`src/rtl/note_sequencer_if.sv`:
```
// Host-side bus of the note sequencer: playback control, table write port
// and the frequency/waveform outputs that feed the tone generator.
// master = host/switch logic, slave = note_sequencer.
interface note_sequencer_if #(
   parameter int steps_p     = 16,
   parameter int dur_width_p = 8
);
   localparam int addr_w_lp = $clog2(steps_p);

   logic                   start_i;
   logic                   stop_i;
   logic                   loop_i;
   logic                   wr_en_i;
   logic [addr_w_lp-1:0]   wr_addr_i;
   logic [15:0]            wr_freq_i;
   logic [3:0]             wr_sw_i;
   logic [dur_width_p-1:0] wr_dur_i;
   logic [15:0]            freq_o;
   logic [3:0]             sw_o;
   logic [addr_w_lp-1:0]   step_o;
   logic                   busy_o;
   logic                   note_stb_o;
   logic                   done_o;

   modport master (
      output start_i, stop_i, loop_i, wr_en_i, wr_addr_i, wr_freq_i, wr_sw_i, wr_dur_i,
      input  freq_o, sw_o, step_o, busy_o, note_stb_o, done_o
   );

   modport slave (
      input  start_i, stop_i, loop_i, wr_en_i, wr_addr_i, wr_freq_i, wr_sw_i, wr_dur_i,
      output freq_o, sw_o, step_o, busy_o, note_stb_o, done_o
   );
endinterface

```
`src/rtl/note_sequencer.sv`:
```
// Note pattern sequencer: steps through a programmable table of
// {frequency, one-hot waveform, duration} entries on a millisecond-scale
// tick and drives the tone generator's frequency word and waveform select.
// Optional build macro SEQ_GATE_GAP_EN: silences sw_o during the last tick
// period of every note that lasts two or more ticks (articulation gap).
module note_sequencer #(
   parameter int steps_p     = 16,
   parameter int clk_freq_p  = 12_000_000,
   parameter int tick_hz_p   = 1000,
   parameter int dur_width_p = 8
) (
   input  logic            clk_i,
   input  logic            reset_i,
   note_sequencer_if.slave bus
);
   localparam int div_lp    = clk_freq_p / tick_hz_p;
   localparam int addr_w_lp = $clog2(steps_p);
   localparam int tick_w_lp = (div_lp > 1) ? $clog2(div_lp) : 1;

   localparam logic [tick_w_lp-1:0]   tick_last_lp = tick_w_lp'(div_lp - 1);
   localparam logic [tick_w_lp-1:0]   tick_one_lp  = tick_w_lp'(1);
   localparam logic [addr_w_lp-1:0]   step_last_lp = addr_w_lp'(steps_p - 1);
   localparam logic [addr_w_lp-1:0]   step_one_lp  = addr_w_lp'(1);
   localparam logic [dur_width_p-1:0] dur_one_lp   = dur_width_p'(1);
`ifdef SEQ_GATE_GAP_EN
   localparam logic [dur_width_p-1:0] dur_two_lp   = dur_width_p'(2);
`endif

   typedef enum logic [1:0] {IDLE, LOAD, PLAY} state_e;

   // Pattern table; data words are never reset, only the valid bits are
   logic [15:0]            tbl_freq_q [steps_p];
   logic [3:0]             tbl_sw_q   [steps_p];
   logic [dur_width_p-1:0] tbl_dur_q  [steps_p];
   logic [steps_p-1:0]     tbl_vld_q, tbl_vld_d;

   state_e                 state_q, state_d;
   logic [15:0]            freq_q, freq_d;
   logic [3:0]             sw_q, sw_d;
   logic [addr_w_lp-1:0]   step_q, step_d;
   logic                   busy_q, busy_d;
   logic                   stb_q, stb_d;
   logic                   done_q, done_d;
   logic [tick_w_lp-1:0]   tick_q, tick_d;
   logic [dur_width_p-1:0] dur_q, dur_d;
   // Set when playback stepped past the last entry; LOAD treats it as pattern end
   logic                   wrap_q, wrap_d;
   // start_i is registered once before the FSM acts on it
   logic                   start_q, start_d;

   logic                   rd_vld;
   logic [15:0]            rd_freq;
   logic [3:0]             rd_sw;
   logic [dur_width_p-1:0] rd_dur;
   logic                   finish_pat;

   assign rd_vld  = tbl_vld_q[step_q];
   assign rd_freq = tbl_freq_q[step_q];
   assign rd_sw   = tbl_sw_q[step_q];
   assign rd_dur  = tbl_dur_q[step_q];

   // Table write port data: stored at any time, picked up at the entry's next LOAD
   always_ff @(posedge clk_i) begin
      if (bus.wr_en_i) begin
         tbl_freq_q[bus.wr_addr_i] <= bus.wr_freq_i;
         tbl_sw_q[bus.wr_addr_i]   <= bus.wr_sw_i;
         tbl_dur_q[bus.wr_addr_i]  <= bus.wr_dur_i;
      end
   end

   // Valid bit of an entry is set by its first write
   always_comb begin
      tbl_vld_d = tbl_vld_q;
      if (bus.wr_en_i) begin
         tbl_vld_d[bus.wr_addr_i] = 1'b1;
      end
   end

   // Sequencer next-state: stop overrides everything, then IDLE/LOAD/PLAY
   always_comb begin
      state_d    = state_q;
      freq_d     = freq_q;
      sw_d       = sw_q;
      step_d     = step_q;
      busy_d     = busy_q;
      stb_d      = 1'b0;
      done_d     = 1'b0;
      tick_d     = tick_q;
      dur_d      = dur_q;
      wrap_d     = wrap_q;
      start_d    = bus.start_i & ~bus.stop_i;
      finish_pat = 1'b0;

      if (bus.stop_i) begin
         state_d = IDLE;
         freq_d  = '0;
         sw_d    = '0;
         step_d  = '0;
         busy_d  = 1'b0;
         tick_d  = '0;
         dur_d   = '0;
         wrap_d  = 1'b0;
      end else begin
         unique case (state_q)
            IDLE: begin
               if (start_q) begin
                  state_d = LOAD;
                  step_d  = '0;
                  busy_d  = 1'b1;
                  wrap_d  = 1'b0;
               end
            end
            LOAD: begin
               if (wrap_q && !bus.loop_i) begin
                  finish_pat = 1'b1;
               end else if (rd_vld && (rd_dur != '0)) begin
                  state_d = PLAY;
                  freq_d  = rd_freq;
                  sw_d    = rd_sw;
                  stb_d   = 1'b1;
                  dur_d   = rd_dur;
                  tick_d  = '0;
                  wrap_d  = 1'b0;
               end else if (bus.loop_i && (step_q != '0)) begin
                  // End marker with looping: rewind and spend one more LOAD cycle
                  step_d = '0;
               end else begin
                  finish_pat = 1'b1;
               end
               if (finish_pat) begin
                  state_d = IDLE;
                  freq_d  = '0;
                  sw_d    = '0;
                  busy_d  = 1'b0;
                  done_d  = 1'b1;
                  wrap_d  = 1'b0;
               end
            end
            PLAY: begin
               if (tick_q == tick_last_lp) begin
                  tick_d = '0;
                  dur_d  = dur_q - dur_one_lp;
                  if (dur_q == dur_one_lp) begin
                     state_d = LOAD;
                     step_d  = step_q + step_one_lp;
                     wrap_d  = (step_q == step_last_lp);
                  end
`ifdef SEQ_GATE_GAP_EN
                  // Entering the final tick period of a note of two or more ticks
                  if (dur_q == dur_two_lp) begin
                     sw_d = '0;
                  end
`endif
               end else begin
                  tick_d = tick_q + tick_one_lp;
               end
            end
            default: begin
               state_d = IDLE;
               busy_d  = 1'b0;
            end
         endcase
      end
   end

   // State, registered outputs and counters
   always_ff @(posedge clk_i or posedge reset_i) begin
      if (reset_i) begin
         state_q   <= IDLE;
         freq_q    <= '0;
         sw_q      <= '0;
         step_q    <= '0;
         busy_q    <= 1'b0;
         stb_q     <= 1'b0;
         done_q    <= 1'b0;
         tick_q    <= '0;
         dur_q     <= '0;
         wrap_q    <= 1'b0;
         start_q   <= 1'b0;
         tbl_vld_q <= '0;
      end else begin
         state_q   <= state_d;
         freq_q    <= freq_d;
         sw_q      <= sw_d;
         step_q    <= step_d;
         busy_q    <= busy_d;
         stb_q     <= stb_d;
         done_q    <= done_d;
         tick_q    <= tick_d;
         dur_q     <= dur_d;
         wrap_q    <= wrap_d;
         start_q   <= start_d;
         tbl_vld_q <= tbl_vld_d;
      end
   end

   assign bus.freq_o     = freq_q;
   assign bus.sw_o       = sw_q;
   assign bus.step_o     = step_q;
   assign bus.busy_o     = busy_q;
   assign bus.note_stb_o = stb_q;
   assign bus.done_o     = done_q;
endmodule
```
`src/flat_wrapper.sv`:
```
// flat-port wrapper written by rule: the top's interface ports become plain ports
module note_sequencer_flat 
#(
   parameter int steps_p     = 16,
   parameter int clk_freq_p  = 12_000_000,
   parameter int tick_hz_p   = 1000,
   parameter int dur_width_p = 8
)
  (clk_i, reset_i, bus_start_i, bus_stop_i, bus_loop_i, bus_wr_en_i, bus_wr_addr_i, bus_wr_freq_i, bus_wr_sw_i, bus_wr_dur_i, bus_freq_o, bus_sw_o, bus_step_o, bus_busy_o, bus_note_stb_o, bus_done_o);
  note_sequencer_if #(.steps_p(steps_p), .dur_width_p(dur_width_p)) bus_i ();
  input  logic clk_i;
  input  logic reset_i;
  input wire logic [$bits(bus_i.start_i)-1:0] bus_start_i;
  input wire logic [$bits(bus_i.stop_i)-1:0] bus_stop_i;
  input wire logic [$bits(bus_i.loop_i)-1:0] bus_loop_i;
  input wire logic [$bits(bus_i.wr_en_i)-1:0] bus_wr_en_i;
  input wire logic [$bits(bus_i.wr_addr_i)-1:0] bus_wr_addr_i;
  input wire logic [$bits(bus_i.wr_freq_i)-1:0] bus_wr_freq_i;
  input wire logic [$bits(bus_i.wr_sw_i)-1:0] bus_wr_sw_i;
  input wire logic [$bits(bus_i.wr_dur_i)-1:0] bus_wr_dur_i;
  output wire logic [$bits(bus_i.freq_o)-1:0] bus_freq_o;
  output wire logic [$bits(bus_i.sw_o)-1:0] bus_sw_o;
  output wire logic [$bits(bus_i.step_o)-1:0] bus_step_o;
  output wire logic [$bits(bus_i.busy_o)-1:0] bus_busy_o;
  output wire logic [$bits(bus_i.note_stb_o)-1:0] bus_note_stb_o;
  output wire logic [$bits(bus_i.done_o)-1:0] bus_done_o;
  assign bus_i.start_i = bus_start_i;
  assign bus_i.stop_i = bus_stop_i;
  assign bus_i.loop_i = bus_loop_i;
  assign bus_i.wr_en_i = bus_wr_en_i;
  assign bus_i.wr_addr_i = bus_wr_addr_i;
  assign bus_i.wr_freq_i = bus_wr_freq_i;
  assign bus_i.wr_sw_i = bus_wr_sw_i;
  assign bus_i.wr_dur_i = bus_wr_dur_i;
  assign bus_freq_o = bus_i.freq_o;
  assign bus_sw_o = bus_i.sw_o;
  assign bus_step_o = bus_i.step_o;
  assign bus_busy_o = bus_i.busy_o;
  assign bus_note_stb_o = bus_i.note_stb_o;
  assign bus_done_o = bus_i.done_o;
  note_sequencer #(.steps_p(steps_p), .clk_freq_p(clk_freq_p), .tick_hz_p(tick_hz_p), .dur_width_p(dur_width_p)) u_core (.clk_i(clk_i), .reset_i(reset_i), .bus(bus_i));
endmodule
```
`config.mk`:
```
export PLATFORM = sky130hd
export DESIGN_NAME = note_sequencer_flat
export DESIGN_NICKNAME = d
export VERILOG_FILES = /design/src/rtl/note_sequencer_if.sv /design/src/rtl/note_sequencer.sv /design/src/flat_wrapper.sv
export SDC_FILE = /design/constraint.sdc
export NUM_CORES = 1
export LEC_CHECK = 0
export ABC_AREA = 1
export CAP_MARGIN = 20
export CORE_AREA = 4 4 237 239
export DETAILED_ROUTE_END_ITERATION = 10
export DIE_AREA = 0 0 241 243
export PLACE_DENSITY = 0.66
export SYNTH_ARGS = -nofsm -noshare
export SYNTH_HDL_FRONTEND = slang
export SYNTH_SLANG_ARGS = --single-unit
```
`constraint.sdc`:
```
create_clock -name clk_i -period 3 [get_ports clk_i]
set_input_delay 0.6 -clock clk_i [delete_from_list [all_inputs] [get_ports clk_i]]
set_output_delay 0.6 -clock clk_i [all_outputs]
set_load 0.01 [all_outputs]
```
Yosys cells after proc, flatten, opt, wreduce, memory -nomap -nowiden:

Memories as Yosys holds them, arrays and structs flattened.
Cells that the tools add are included.

* bits in registers: 69
* RAM bits: 448
* input bits: 38
* output and inout port bits: 27
* word-level logic and storage cells: 126
* memories: 3

* add/sub/neg operators: 3
* order comparisons: 3
* equality and inequality tests: 17
* multiplexer cells: 66
* bitwise operators: 3
* reductions and logical operators: 19

Memory list
* u_core.tbl_freq_q: depth 16, width 16, read ports 1, clocked after memory_dff 0, write ports 1, RTL line note_sequencer.sv:32 `logic [15:0] tbl_freq_q [steps_p];`
* u_core.tbl_dur_q: depth 16, width 8, read ports 1, clocked after memory_dff 0, write ports 1, RTL line note_sequencer.sv:34 `logic [dur_width_p-1:0] tbl_dur_q [steps_p];`
* u_core.tbl_sw_q: depth 16, width 4, read ports 1, clocked after memory_dff 0, write ports 1, RTL line note_sequencer.sv:33 `logic [3:0] tbl_sw_q [steps_p];`

Operator list (count)
* 2-to-1 mux 16 bit: 5
* 2-to-1 mux 14 bit: 4
* 2-to-1 mux 4 bit: 12
* 2-to-1 mux 8 bit: 4
* one-hot mux 14 bit (2 select lines): 1
* 2-to-1 mux 1 bit: 26
* != test 3 x 2 -> 1 bit, second input constant: 6
* OR 16 bit: 1
* one-hot mux 8 bit (2 select lines): 1
* adder 14 x 1 -> 14 bit, second input constant: 1
* == test 14 bit, second input constant: 1
* 2-to-1 mux 2 bit: 7
* one-hot mux 4 bit (3 select lines): 1
* < comparator 4 x 5 -> 1 bit, second input constant: 2
* != test 3 bit, second input constant: 3
* AND reduction 3 bit: 3
* == test 8 x 1 -> 1 bit, second input constant: 1
* nonzero test 4 bit: 2
* nonzero test 8 bit: 1
* subtractor 8 x 1 -> 8 bit, second input constant: 1
* AND reduction 7 bit: 1
* one-hot mux 1 bit (3 select lines): 2
* one-hot mux 2 bit (3 select lines): 1
* AND reduction 6 bit: 1
* 19 further kinds: 23

Depth between registers and ports, before layout:

Gate-level depths: netlist of the first run.

* depth in word-level cells: 10
* mapped depth: 19
* gate-level depth less buffers: 17

Worst setup path after synthesis of the first run:

OpenSTA, ideal clock, no wires.

* path kind: input port to flip-flop
* from: input bus_wr_addr_i[3]
* to: memory u_core.tbl_dur_q[0][0] (enable)
* library setup time: 450 ps
* data arrival time: 2788 ps
* data required time: 2550 ps
* path slack: -237 ps
* stages: 3
* path buffers: 0
* cell sequence: inv_1 nand3_1 nor3_1

RTL lines
* start: declaration: RTL line flat_wrapper.sv:17 `input wire logic [$bits(bus_i.wr_addr_i)-1:0] bus_wr_addr_i;`
* end: declaration: RTL line note_sequencer.sv:34

Straight into the memory's write port.

Worst setup path in the final report of the first run:

* from: register u_core.step_q[0] (netlist: u_core.bus.step_o[0])
* to: output bus_step_o[0]

RTL lines
* start: declaration: RTL line note_sequencer.sv:40 `logic [addr_w_lp-1:0] step_q, step_d;`
* start signal: assignment: RTL line note_sequencer.sv:185 `step_q <= step_d;`
* end: declaration: RTL line flat_wrapper.sv:23 `output wire logic [$bits(bus_i.step_o)-1:0] bus_step_o;`

No word-level cell between the ends.

==> results.py, run 1 <==
metrics = {
    "outcome": {
        "status": "completed",
    },
    "critical_path": {
        "crit_family": "buffers and inverters",
        "cp-start-kind": "register",
        "max_stage_delay_ns": 0.63,
        "end_kind": "output pin",
        "cp-startpoint": "u_core.bus.step_o[0]",
        "critPathRequiredTime_ns": 2.40,
        "path_buf_inv": 3,
        "arrival_ns": 2.25,
        "crit_chain": "buf_16 -> buf_4 -> clkdlybuf4s50_1",
        "cp_slowest_cell": "clkdlybuf4s50_1",
        "reg2reg_from": "u_core.bus.step_o[0]",
        "critical_path_class": "register to output pin",
        "crit_fanout": 44,
    },
    "timing": {
        "timing.final.hold_violations": 0,
        "tns_ns": 0,
        "setup_viol": 0,
        "fin_crit_sh": 0.951,
        "worst_pin_slew_ns": 0.753,
        "fmax_ghz": 0.350,
        "min_period_ns": 2.85,
        "slew_headroom": 0.495,
        "drv_slew": 0,
        "fin_hold_ws_ns": 0.315,
        "finalClockSkew_ns": 0.0311,
        "grt_setup_unrepaired": "no",
    },
    "drt": {
        "drt_iter0_drc": 1578,
        "avgRoutedWirePerCell_um": 20.6,
        "final_antenna_net_count": 0,
        "viasPerCell": 5.36,
        "route.detailed.drc": 0,
        "firstDrtPassIters": 5,
        "via_count": 14200,
        "finalWirelength_um": 54600,
    },
    "clock_tree": {
        "cts_hold_buf": 0,
        "htreeDepth": 2,
        "clk_latency_ns": 0.62,
        "clock_path_buffers": 3,
        "path_clk_slew_ns": 0.06,
        "cts_inserted_buffers": 51,
        "ctsRootBufferMaster": "clkbuf_16",
        "clock-sinks": 517,
        "cts_tree": "done",
    },
    "global_route": {
        "antenna_found_initial": 1,
        "grt_max_degree": 114,
        "grt_usage": 0.181,
        "grt_overflow": 0,
        "grt_pass1_vias": 14000,
        "grt_first_pass_wirelength_um": 82800,
    },
    "floorplanning": {
        "die_x_um": 241,
        "start_util": 0.400,
        "core-area_um2": 53800,
        "dieHeight_um": 243,
        "num_io_pins": 65,
        "row_count": 85,
        "die-area_um2": 58600,
    },
    "placed_design": {
        "gp_congestion": 0.828,
        "portBuffers": 64,
        "dp_hpwl_um": 31100,
    },
    "layout": {
        "seq_area_um2": 15200,
        "multiInputGateArea_um2": 5470,
        "utilization": 0.466,
        "fill_cells": 4721,
        "fin_nets": 1959,
        "layout-area-overhead-vs-synth_pct": 16.5,
        "drive_gt1_frac": 0.0998,
    },
    "logic_synthesis": {
        "ys.flop_type": "edfxtp_1",
        "ys_seq_elements": 517,
        "synth_top_area_frac": 0.625,
        "syn_inst": 1827,
        "synthTopCellsByArea": "edfxtp_1 (62%), nand2_1 (9.3%), dfrtp_1 (8.0%), a21oi_1 (2.5%), a32o_1 (2.2%)",
        "synth_compound_area_frac": 0.0978,
        "synth-async-reset-ratio": 0.133,
        "muxShareOfSynthArea": 0,
        "yosys.area_share.simple": 0.137,
        "yosysMostFrequentCell": "nand2_1",
        "synth-adder-area-share": 0.00523,
        "yosys-top-cells-count": "nand2_1 (532), edfxtp_1 (448), inv_1 (120)",
        "syn_area_per_cell_um2": 11.8,
        "syn-num-nets": 1874,
        "synth_warnings": 0,
        "synth_top_family_by_area": "simple AND/OR/NAND/NOR gates",
        "synth_area_um2": 21500,
        "synth-edff-count": 448,
        "synth-xor-area-share": 0.00692,
        "synth_area_leader_cell": "edfxtp_1",
        "ys_seq_area_frac": 0.705,
        "ys_types": 43,
    },
    "run": {
        "maxCapViolCount": 0,
    },
    "worst_hold_path": {
        "holdCritPathClass": "input pin to asynchronous set/reset pin",
    },
    "power": {
        "leakagePower_nw": 9.42,
        "ir_drop_uv": 400,
        "p_per_area_nw_per_um2": 687,
    },
}
==> worst register-to-register path, cell delays in order (launching register included) <==
cell and delay [ns]:
dfrtp_4 0.54, inv_6 0.29, buf_12 0.23, nor2_1 0.06
o21ai_0 0.16, nand2_1 0.07, nand2_1 0.11, nor2_1 0.09
nand2_1 0.07, nor2_1 0.04, nand2_1 0.14, nand3_4 0.21
a21oi_2 0.23, buf_12 0.22, nand2_1 0.13, o21ai_1 0.14
==> through the flow <==
stage	power, mW	worst slack, ns	std cells	area, µm²
global placement	10.8	0.124	2551	23300
detailed placement	10.8	0.106	2551	23300
CTS	17.3	0.0979	2647	25000
finish	17.2	0.146	2651	25100
global route	17.9	0.0269	2650	25100
floorplan	10.0	0.515	1827	21500
==> kinds of logic after synthesis <==
logic type      after synthesis
xor+xnor                     17
buf+inv                     222
compound gates              331
simple gates                731
fa+ha+maj                     9
flops                       517
==> flip-flops by register name, summed over array words and instances, names as in the netlist <==
name	flops
u_core.bus.note_stb_o	1
u_core.tbl_sw_q	64
u_core.bus.step_o	4
u_core.bus.busy_o	1
u_core.bus.freq_o	16
u_core.tbl_freq_q	256
u_core.bus.done_o	1
u_core.tbl_dur_q	128
u_core.tick_q	14
u_core.state_q	2
u_core.start_q	1
u_core.tbl_vld_q	16
u_core.dur_q	8
u_core.wrap_q	1
u_core.bus.sw_o	4
==> metal layers <==
layer	vias up	GRT usage	share of wire
met4	0	0.0572	0.026
li1	6577	-	-
met5	-	0	0
met3	91	0.0308	0.078
met1	7012	0.256	0.43
met2	534	0.287	0.47
==> cell type report <==
cell class              count  area share
multi-input cells        1089       0.218
clock buffers              59      0.0533
flip-flops and latches    517       0.605
diodes                      1   0.0000998
well taps                 696      0.0347
inverters                 123      0.0188
repair buffers            130      0.0549
clock inverters            36      0.0147
==> placed cells by master, fill, tap and decap left out, types with 4 or more instances in the layout <==
cell type / netlist / final
a32o_1: 47 / 47
o21ai_1: 40 / 40
inv_1: 120 / 119
edfxtp_1: 448 / 448
nand4_1: 5 / 5
nor2_4: 1 / 16
ha_1: 9 / 9
a22oi_1: 21 / 21
o221ai_1: 14 / 14
nand2_1: 532 / 532
or2_2: 8 / 8
clkinv_1: 0 / 8
nand3_1: 64 / 64
clkbuf_16: 0 / 51
bufinv_16: 0 / 4
a221oi_1: 20 / 20
xor2_1: 10 / 10
buf_12: 0 / 14
nor2_1: 101 / 84
clkbuf_1: 32 / 5
xnor2_1: 7 / 7
inv_6: 1 / 4
o21ai_0: 71 / 71
buf_4: 14 / 49
dfrtp_1: 69 / 67
a21oi_1: 107 / 107
clkinv_2: 0 / 15
o22ai_1: 4 / 4
nor3_1: 7 / 6
clkdlybuf4s50_1: 0 / 64
==> what timing repair did <==
item | 4_1_cts | 5_1_grt
gates resized for setup | 1 | 1
endpoints found under the setup margin | 1 | 10
setup buffers | 0 | 1
pin swaps | 0 | 0
cloned | 1 | 1
==> final timing paths <==
kind | end | slack [ns] | cells past startpoint
hold / removal | u_core.tick_q[6] | 0.32 | 2
setup reg to reg | u_core.bus.freq_o[7] | 0.24 | 15
min in group clk_i | u_core.tbl_vld_q[14] | 0.46 | 2
max in group asynchronous | u_core.bus.sw_o[3] | 2.01 | 3
setup / recovery | bus_step_o[0] | 0.15 | 3
hold reg to reg | u_core.tbl_vld_q[14] | 0.46 | 2
==> power breakdown <==
group,internal [mW],switching [mW],leakage (nW),total (mW)
registers,8.12,0.176,4.91,8.30
clock network,3.59,2.82,0.832,6.41
logic,0.922,1.62,3.68,2.54
Note: power is estimated with default switching activity, not from simulation.
==> inputs of run 2 (changes only) <==
- GPL_ROUTABILITY_DRIVEN: unset -> 0
==> results of run 2 <==
Same layout as run 1: the final DEF is identical, and so are final timing and power.
==> inputs of run 3 (changes only) <==
- CORE_AREA: 4 4 237 239 -> 4 4 195 197
- DIE_AREA: 0 0 241 243 -> 0 0 199 201
- PLACE_DENSITY: 0.66 -> 0.87
==> results.py, run 3 (synthesis results as in run 1) <==
metrics = {
    "placed_design": {
        "portBuffers": 64,
        "place_inst": 2306,
        "dp_hpwl_um": 30000,
        "dp_worst_setup_slack_ns": 0.206,
        "place_area_um2": 22900,
    },
    "timing": {
        "finalClockSkew_ns": 0.0250,
        "fin_hold_ws_ns": 0.421,
        "slew_headroom": 0.391,
        "worst_pin_slew_ns": 0.910,
        "grt_setup_unrepaired": "yes",
        "fmax_ghz": 0.342,
        "fin_crit_sh": 0.974,
        "tns_ns": 0,
        "fin_ws_ns": 0.0777,
        "drv_slew": 0,
        "timing.final.hold_violations": 0,
        "setup_viol": 0,
        "min_period_ns": 2.92,
    },
    "clock_tree": {
        "clock-sinks": 517,
        "cts_inserted_buffers": 50,
        "cts_tree": "done",
        "clk_latency_ns": 0.59,
        "path_clk_slew_ns": 0.07,
        "cts_hold_buf": 0,
        "clock_path_buffers": 3,
        "ctsRootBufferMaster": "clkbuf_16",
        "htreeDepth": 2,
        "cts_setup_buffers": 0,
    },
    "worst_hold_path": {
        "holdCritPathClass": "input pin to asynchronous set/reset pin",
    },
    "power": {
        "p_per_area_nw_per_um2": 696,
        "p_seq_frac": 0.484,
        "clockPowerShare": 0.368,
        "switchingPower_mw": 4.57,
        "combPwrFrac": 0.148,
        "p_int_mw": 12.6,
        "power.total_mw": 17.2,
        "ir_drop_uv": 497,
        "power_switching_share": 0.266,
        "leakagePower_nw": 9.30,
    },
    "critical_path": {
        "crit_cells": 8,
        "crit_fanout": 48,
        "crit_family": "compound AO/OA/AOI/OAI gates",
        "regToRegSetupSlack_ns": 0.08,
        "critical_path_class": "register to register",
        "max_stage_delay_ns": 0.56,
        "cp-endpoint": "u_core.bus.freq_o[7]",
        "cp_slowest_cell": "buf_4",
        "end_kind": "register",
        "r2r_end": "u_core.bus.freq_o[7]",
        "r2r_cells": 8,
        "cp-startpoint": "u_core.bus.step_o[1]",
        "path_buf_inv": 2,
        "reg2reg_from": "u_core.bus.step_o[1]",
        "arrival_ns": 3.43,
        "crit_chain": "inv_4 -> buf_4 -> o21ai_0 -> o221ai_1 -> o31ai_1 -> a221oi_1 -> nand2_1 -> o21ai_1",
        "critPathRequiredTime_ns": 3.51,
        "cp-start-kind": "register",
    },
    "layout": {
        "reg_top3": "u_core.tbl_freq_q: 256 flops, u_core.tbl_dur_q: 128 flops, u_core.tbl_sw_q: 64 flops",
        "largest_register_ffs": 256,
        "drive_gt1_frac": 0.0904,
        "final_area_um2": 24600,
        "layout-area-overhead-vs-synth_pct": 14.5,
        "mostFrequentLayoutCell": "nand2_1",
        "n_antenna_cell": 0,
        "fin_nets": 1940,
        "regMostFlops": "u_core.tbl_freq_q",
        "stdcell_count": 2403,
        "final_cell_mix": "nand2_1 (532), edfxtp_1 (448), inv_1 (119)",
        "utilization": 0.680,
    },
    "global_route": {
        "grt_overflow": 0,
        "grt_pass1_vias": 14900,
        "antenna_found_initial": 0,
        "grt_usage": 0.264,
        "grt_first_pass_wirelength_um": 82400,
        "grt_max_degree": 100,
    },
    "drt": {
        "via_count": 15200,
        "finalWirelength_um": 55900,
        "final_antenna_net_count": 0,
        "drt_iter0_drc": 2378,
        "route.detailed.drc": 0,
        "viasPerCell": 6.32,
        "avgRoutedWirePerCell_um": 23.3,
        "firstDrtPassIters": 6,
    },
    "outcome": {
        "status": "completed",
    },
    "floorplanning": {
        "num_io_pins": 65,
        "start_util": 0.594,
        "row_count": 70,
        "die-area_um2": 40000,
        "core-area_um2": 36300,
        "dieHeight_um": 201,
        "die_x_um": 199,
    },
    "run": {
        "maxCapViolCount": 0,
    },
}
run 3: cell types whose count changed in the layout (fill, tap and decap cells not counted), moves of 2 or more:
cell and change:
clkinv_16 -2, clkinvlp_4 +2, inv_6 -3, buf_12 +2
clkbuf_8 +4, buf_4 -20, clkinv_2 -4
run 3: routing by layer:
metal  global-route usage  wire length (µm)  up-vias
met3               0.0587              6610      198
li1                     -                 -     6549
met4                0.107              2380        0
met5                    0                 0        -
met1                0.360             20500     7313
met2                0.417             26400     1120
run 3: worst min-delay path by stage:
| stage | end | slack, ns | cells after the start |
|---|---|---|---|
| 3_5_place_dp | u_core.tbl_vld_q[14] | 0.45 | 2 |
| 6_report | u_core.tick_q[7] | 0.42 | 3 |
| 3_3_place_gp | u_core.tbl_vld_q[6] | 0.44 | 2 |
| 2_1_floorplan | u_core.tbl_vld_q[6] | 0.42 | 2 |
| 4_1_cts | u_core.tick_q[7] | 0.45 | 3 |
| 5_1_grt | u_core.tick_q[7] | 0.49 | 3 |
run 3: power groups by stage:
stage | combinational, mW | clock, mW | sequential (mW)
finish | 2.54 | 6.32 | 8.31
global route | 2.75 | 6.68 | 8.33
CTS | 2.41 | 6.35 | 8.29
detailed placement | 2.38 | 0 | 8.44
global placement | 2.26 | 0 | 8.42
floorplan | 1.60 | 0 | 8.43
run 3: what timing repair did:
action	in CTS	in global routing
gates resized for setup	0	3
endpoints found under the hold margin	0	0
endpoints found under the setup margin	0	20
run 3: area by class of cell:
| cell class | instances | area (µm²) |
|---|---|---|
| Clock buffer | 61 | 1360 |
| Clock inverter | 33 | 314 |
| Fill cell | 2357 | 11600 |
| Inverter | 123 | 472 |
| Multi-Input combinational cell | 1090 | 5500 |
| Sequential cell | 517 | 15200 |
| Tap cell | 468 | 586 |
| Timing Repair Buffer | 111 | 1230 |
run 3: worst min-delay path: cells and delay by family:
kind	cells	cell delay, ns
buffers and inverters	3	0.81
